`config.mk`:
```
export PLATFORM = sky130hd
export DESIGN_NAME = mux_arb
export DESIGN_NICKNAME = d
export VERILOG_FILES = /design/src/rtl/defines.sv /design/src/rtl/mux_arb.sv
export SDC_FILE = /design/constraint.sdc
export NUM_CORES = 1
export LEC_CHECK = 0
export CORE_MARGIN = 5
export CORE_UTILIZATION = 34
export CTS_BUF_LIST = sky130_fd_sc_hd__clkbuf_4 sky130_fd_sc_hd__clkbuf_8
export DETAILED_ROUTE_END_ITERATION = 16
export HOLD_SLACK_MARGIN = 0.06
export PLACE_DENSITY = 0.79
export SYNTH_ARGS = -nofsm -noshare
export SYNTH_HDL_FRONTEND = slang
export SYNTH_SLANG_ARGS = --single-unit
```
`constraint.sdc`:
```
create_clock -name clk -period 1.39 [get_ports clk]
set_clock_uncertainty 0.05 [all_clocks]
set_input_delay 0.139 -clock clk [delete_from_list [all_inputs] [get_ports clk]]
set_output_delay 0.139 -clock clk [all_outputs]
set_load 0.01 [all_outputs]
```
`src/rtl/defines.sv`:
```
// Shared datapath constants for the channel mux family.
package defines;
  localparam int LENGTH = 8;
endpackage

```
`src/rtl/mux_arb.sv`:
```
// N-to-1 channel mux into one output register, external select or round-robin; 1-cycle latency.
// Backpressure: only the chosen channel sees in_ready, and only when the output register can load.
module mux_arb #(
  parameter int LEN  = defines::LENGTH,
  parameter int N    = 4,
  parameter int MODE = 0,
  localparam int SW  = $clog2(N)
) (
  input  logic              clk,
  input  logic              rst,
  input  logic [N*LEN-1:0]  in_data,
  input  logic [N-1:0]      in_valid,
  output logic [N-1:0]      in_ready,
  input  logic [SW-1:0]     sel,
  output logic [LEN-1:0]    out_data,
  output logic              out_valid,
  input  logic              out_ready,
  output logic [SW-1:0]     grant
);

  logic           load;
  logic           pick_vld;
  logic [SW-1:0]  pick;
  logic           xfer;
  logic [LEN-1:0] ch [N];

  for (genvar i = 0; i < N; i++) begin : g_unpack
    assign ch[i] = in_data[i*LEN +: LEN];
  end

  assign load = !out_valid || out_ready;

  if (MODE == 0) begin : g_ext
    // Out-of-range selects (non power-of-2 N) choose nothing.
    always_comb begin
      pick     = sel;
      pick_vld = (int'(sel) < N);
    end
  end else begin : g_rr
    logic [SW-1:0] ptr;

    // Walk the search order backwards so the earliest hit from ptr is the last one written.
    always_comb begin
      logic [SW:0] s;
      pick     = '0;
      pick_vld = 1'b0;
      s        = '0;
      for (int k = N - 1; k >= 0; k--) begin
        s = {1'b0, ptr} + (SW+1)'(k);
        if (s >= (SW+1)'(N)) s = s - (SW+1)'(N);
        if (in_valid[s[SW-1:0]]) begin
          pick     = s[SW-1:0];
          pick_vld = 1'b1;
        end
      end
    end

    always_ff @(posedge clk or posedge rst) begin
      if (rst)
        ptr <= '0;
      else if (xfer)
        ptr <= (pick == SW'(N - 1)) ? '0 : pick + 1'b1;
    end
  end

  assign xfer = !rst && load && pick_vld && in_valid[pick];

  always_comb begin
    in_ready = '0;
    if (!rst && load && pick_vld) in_ready[pick] = 1'b1;
  end

  always_ff @(posedge clk or posedge rst) begin
    if (rst) begin
      out_valid <= 1'b0;
      out_data  <= '0;
      grant     <= '0;
    end else if (load) begin
      out_valid <= xfer;
      if (xfer) begin
        out_data <= ch[pick];
        grant    <= pick;
      end
    end
  end

  a_ready_onehot: assert property (@(posedge clk) disable iff (rst) $onehot0(in_ready));

endmodule

```
Yosys cells after proc, flatten, opt, wreduce, memory -nomap -nowiden. Index checks and enable logic that the tools add are counted.

Register bits after elaboration: 11. Output and inout bits: 15. Input bits: 41. Logic and storage cells: 22.

Reduce and logical (&&, ||, !) cells: 7. $lt $le $gt $ge: 3. Mux-type cells: 8. Bitwise gates (word level): 1.

Operators with widths (count): $bmux W8 S2 (1); $mux W8 (2); $mux W4 (1); $ge A3 B3 Y1 const B (1); $logic_and A1 B1 Y1 (3); $lt A2 B3 Y1 const B (1); $not A2 Y3 (1); $bmux W1 S2 (1); $demux W1 S2 (1); $ge A2 B1 Y1 const B (1); $logic_not A1 Y1 (2); $mux W1 (2); $reduce_and A2 Y1 (1); $logic_or A1 B1 Y1 (1).

Longest topological paths before layout.
Word-level depth: 5. Depth in mapped cells: 4. Mapped depth without buffers: 3.

Worst setup path after synthesis. Ideal clock, no wire load.

Kind: input -> register. Start point: input sel[1]. End point: register out_data[0]. Arrival time: 1.169 ns. Setup time: 0.125 ns. Slack: 0.046 ns. Stages on the path: 4. Buffers on the path: 2. Data required time: 1.215 ns. Cells stage by stage: clkbuf_2 clkbuf_1 mux4_2 mux2_2.

Longest elaborated chain between the ends: 4. Elaborated cells on any way between the ends: 8. Classes of those cells: mux: 5; bitwise: 1; reduce/logical: 2.

RTL lines: start, declared (RTL line mux_arb.sv:14) `input logic [SW-1:0] sel,`; $bmux W1 S2 / $not A2 Y3 (equally long branches) (RTL line mux_arb.sv:66, mux_arb.sv:81); $mux W1 (not written as such) / $bmux W8 S2 (equally long branches) (RTL line mux_arb.sv:66, mux_arb.sv:81); $logic_and A1 B1 Y1 / $mux W8 (equally long branches) (RTL line mux_arb.sv:66, mux_arb.sv:81); $reduce_and A2 Y1 (no source line) / $mux W8 (equally long branches); end signal, assigned (RTL line mux_arb.sv:81) `out_data <= ch[pick];`; end, declared (RTL line mux_arb.sv:15) `output logic [LEN-1:0] out_data,`.

Several ways; a longest one is shown, not always the timed one. The select of a mux whose other input is x is not followed. A chain may end at the register's enable or synchronous reset.

Final worst setup path.
Start point: register out_data[0]. End point: output out_data[0].

No word-level cell between the ends.

==> flow_metrics.env <==
export IMPL_cp_depth=1
export IMPL_htreeDepth=1
export IMPL_initial_core_util_pct=36.3
export IMPL_mostFrequentLayoutCells="38 x clkdlybuf4s50_1, 11 x dfrtp_1, 9 x buf_4"
export IMPL_syn_inst=48
export IMPL_antenna_left=0
export IMPL_gp_congestion=0.692
export IMPL_rsz0062_at_grt="true"
export IMPL_drv_slew=0
export IMPL_crit_end="out_data[0]"
export IMPL_grt_usage_pct=15.5
export IMPL_grt_pass1_vias=787
export IMPL_cts_tree="built"
export IMPL_worstPathMaxFanout=2
export IMPL_synth_distinct_cells=15
export IMPL_cts_hold_buf=0
export IMPL_avgSynthCellArea_um2=15.0
export IMPL_startpoint="out_data[0]$_DFFE_PP0P_"
export IMPL_clock_latency_ns=0.27
export IMPL_fp_dieH_um=56
export IMPL_die_area_mm2=0.00314
export IMPL_row_count=16
export IMPL_cts_buffer_depth=2
export IMPL_cts_buffers=3
export IMPL_fin_crit_sh_pct=97.2
export IMPL_crit_path_start_kind="register"
export IMPL_timing_final_crit_period_ns=1.35
export IMPL_power_leakage_nw=0.667
export IMPL_grt_max_degree=16
export IMPL_path_class="reg2out"
export IMPL_max_freq_mhz=740
export IMPL_antenna_found_initial=0
export IMPL_r2r_cells=4
export IMPL_final_common_cell="clkdlybuf4s50_1"
export IMPL_layout_nets=156
export IMPL_crit_chain="clkdlybuf4s50_1"
export IMPL_drt_iter0_drc=8
export IMPL_reg2reg_slack_ns=0.07
export IMPL_synth_top_area_share_pct=38.3
export IMPL_p_per_area_mw_per_mm2=884
export IMPL_r2r_start="out_valid$_DFFE_PP0P_"
export IMPL_synth_seq_cells=11
export IMPL_worstMarginPinSlew_ns=0.216
export IMPL_slew_headroom_pct=85.6
export IMPL_drive_gt1_share_pct=34.2
export IMPL_core_area_mm2=0.00198
export IMPL_peakVddDrop_v=0.000497
export IMPL_fillCellCount=138
export IMPL_worst_setup_path_end_kind="output pin"
export IMPL_cts_sinks=11
export IMPL_layout_cells_non_filler=141
export IMPL_drc=0
export IMPL_grt_pass1_wl_mm=3.76
export IMPL_worstPathRequired_ns=1.20
export IMPL_path_clk_slew_ns=0.08
export IMPL_total_power_mw=1.26
export IMPL_numPortBuffers=55
export IMPL_firstDrtPassIters=4
export IMPL_drt_vias_per_instance=4.91
export IMPL_hold_viol=0
export IMPL_critPathBufInv=1
export IMPL_wl_per_cell_um=16.3
export IMPL_wl_mm=2.30
export IMPL_yosysWarnings=0
export IMPL_slowest_delay_ns=0.54
export IMPL_stdcell_area_mm2=0.00142
export IMPL_die_x_um=56
export IMPL_cp_top_family="buffers and inverters"
export IMPL_io_pins=56
export IMPL_status="finished, final reports clean"
export IMPL_hpwl_mm=1.81
export IMPL_synth_area_leaders="dfrtp_1 38%, mux2_2 17%, mux4_2 16%, mux4_1 15%, nor3_1 2.8%"
export IMPL_yosysSeqAreaShare_pct=38.3
export IMPL_min_path_type="in2async"
export IMPL_vias=692
export IMPL_syn_area_um2=719
export IMPL_placed_cells=134
export IMPL_critical_path_arrival_ns=1.16
export IMPL_slowest_stage="clkdlybuf4s50_1"
export IMPL_grt_overflow_total=0
export IMPL_yosys_area_top_type="dfrtp_1"
export IMPL_n_antenna_cell=0
export IMPL_placed_area_mm2=0.00134
export IMPL_r2r_end="out_data[5]$_DFFE_PP0P_"
export IMPL_setup_violations=0
export IMPL_synth_nets=89
export IMPL_synthToLayoutAreaGrowth_pct=97.7
export IMPL_root_buffer="clkbuf_4"
export IMPL_cap_violations=0
power by group:
part / switching, mW / internal, mW / total [mW]
Sequential: 0.0422 / 0.403 / 0.445
Combinational: 0.190 / 0.378 / 0.568
Clock: 0.114 / 0.130 / 0.245
Total: 0.347 / 0.911 / 1.26
cells by family (layout without fill, tap and decap cells):
| group | Yosys count | after routing | share of synthesized area, % |
|---|---|---|---|
| simple gates | 9 | 10 | 7.83 |
| mux | 20 | 20 | 47.5 |
| flops | 11 | 11 | 38.3 |
| compound gates | 2 | 2 | 2.09 |
| buf+inv | 6 | 71 | 4.35 |
Yosys cell counts:
cell type / n
dfrtp_1: 11
mux2_2: 11
mux4_2: 5
mux4_1: 4
nor3_1: 4
inv_1: 3
nand2_1: 2
a31oi_1: 1
buf_6: 1
clkbuf_1: 1
clkbuf_2: 1
nand2b_1: 1
nand3_1: 1
nand3_4: 1
o2bb2ai_1: 1
worst min-delay path by stage:
stage	end	depth (start not counted)	slack [ns]	start
2_1_floorplan	grant[0]$_DFFE_PP0P_	1	-0.005	rst
3_3_place_gp	out_data[1]$_DFFE_PP0P_	1	0.44	out_data[1]$_DFFE_PP0P_
3_5_place_dp	out_data[6]$_DFFE_PP0P_	1	0.44	out_data[6]$_DFFE_PP0P_
4_1_cts	out_valid$_DFFE_PP0P_	3	0.17	rst
5_1_grt	grant[0]$_DFFE_PP0P_	3	0.22	rst
6_report	out_valid$_DFFE_PP0P_	3	0.20	rst
routing by layer:
metal | routed length, um | track usage (%) | vias to the layer above | part of all wire [%]
met2 | 1250 | 28.9 | 30 | 55
met1 | 896 | 17.0 | 335 | 39
li1 | - | - | 325 | -
met5 | 0 | 0 | - | 0
met4 | 21 | 5.08 | 0 | 0.92
met3 | 124 | 3.48 | 2 | 5.4
what timing repair did:
action	CTS	global route
buffers inserted	1	1
gates resized for setup	29	11
setup endpoints to repair	15	19
cloned	1	0
pin swaps	1	2
hold endpoints to repair	0	0
registers in the layout, summed over array words and instances (netlist names):
register,count
out_data,8
grant,2
out_valid,1
area by class of cell:
type / count / area, um2 / share of cell area (%)
Clock buffer: 4 / 30.0 / 2.11
Timing Repair Buffer: 64 / 606 / 42.6
Multi-Input combinational cell: 32 / 467 / 32.8
Inverter: 3 / 11.3 / 0.792
Sequential cell: 11 / 275 / 19.3
Tap cell: 27 / 33.8 / 2.37
through the flow:
stage | utilization, % | setup slack (ns) | setup TNS [ns] | hold slack (ns)
final | 71.8 | 0.0395 | 0 | 0.197
after global routing | 71.8 | -0.0101 | -0.0184 | 0.220
after CTS | 69.7 | 0.00673 | 0 | 0.175
after detailed placement | 67.4 | -0.555 | -7.05 | 0.444
after global placement | 67.4 | -0.511 | -6.62 | 0.440
after floorplan | - | 0.0459 | 0 | -0.00478
Note: power is estimated with default switching activity, not from simulation.
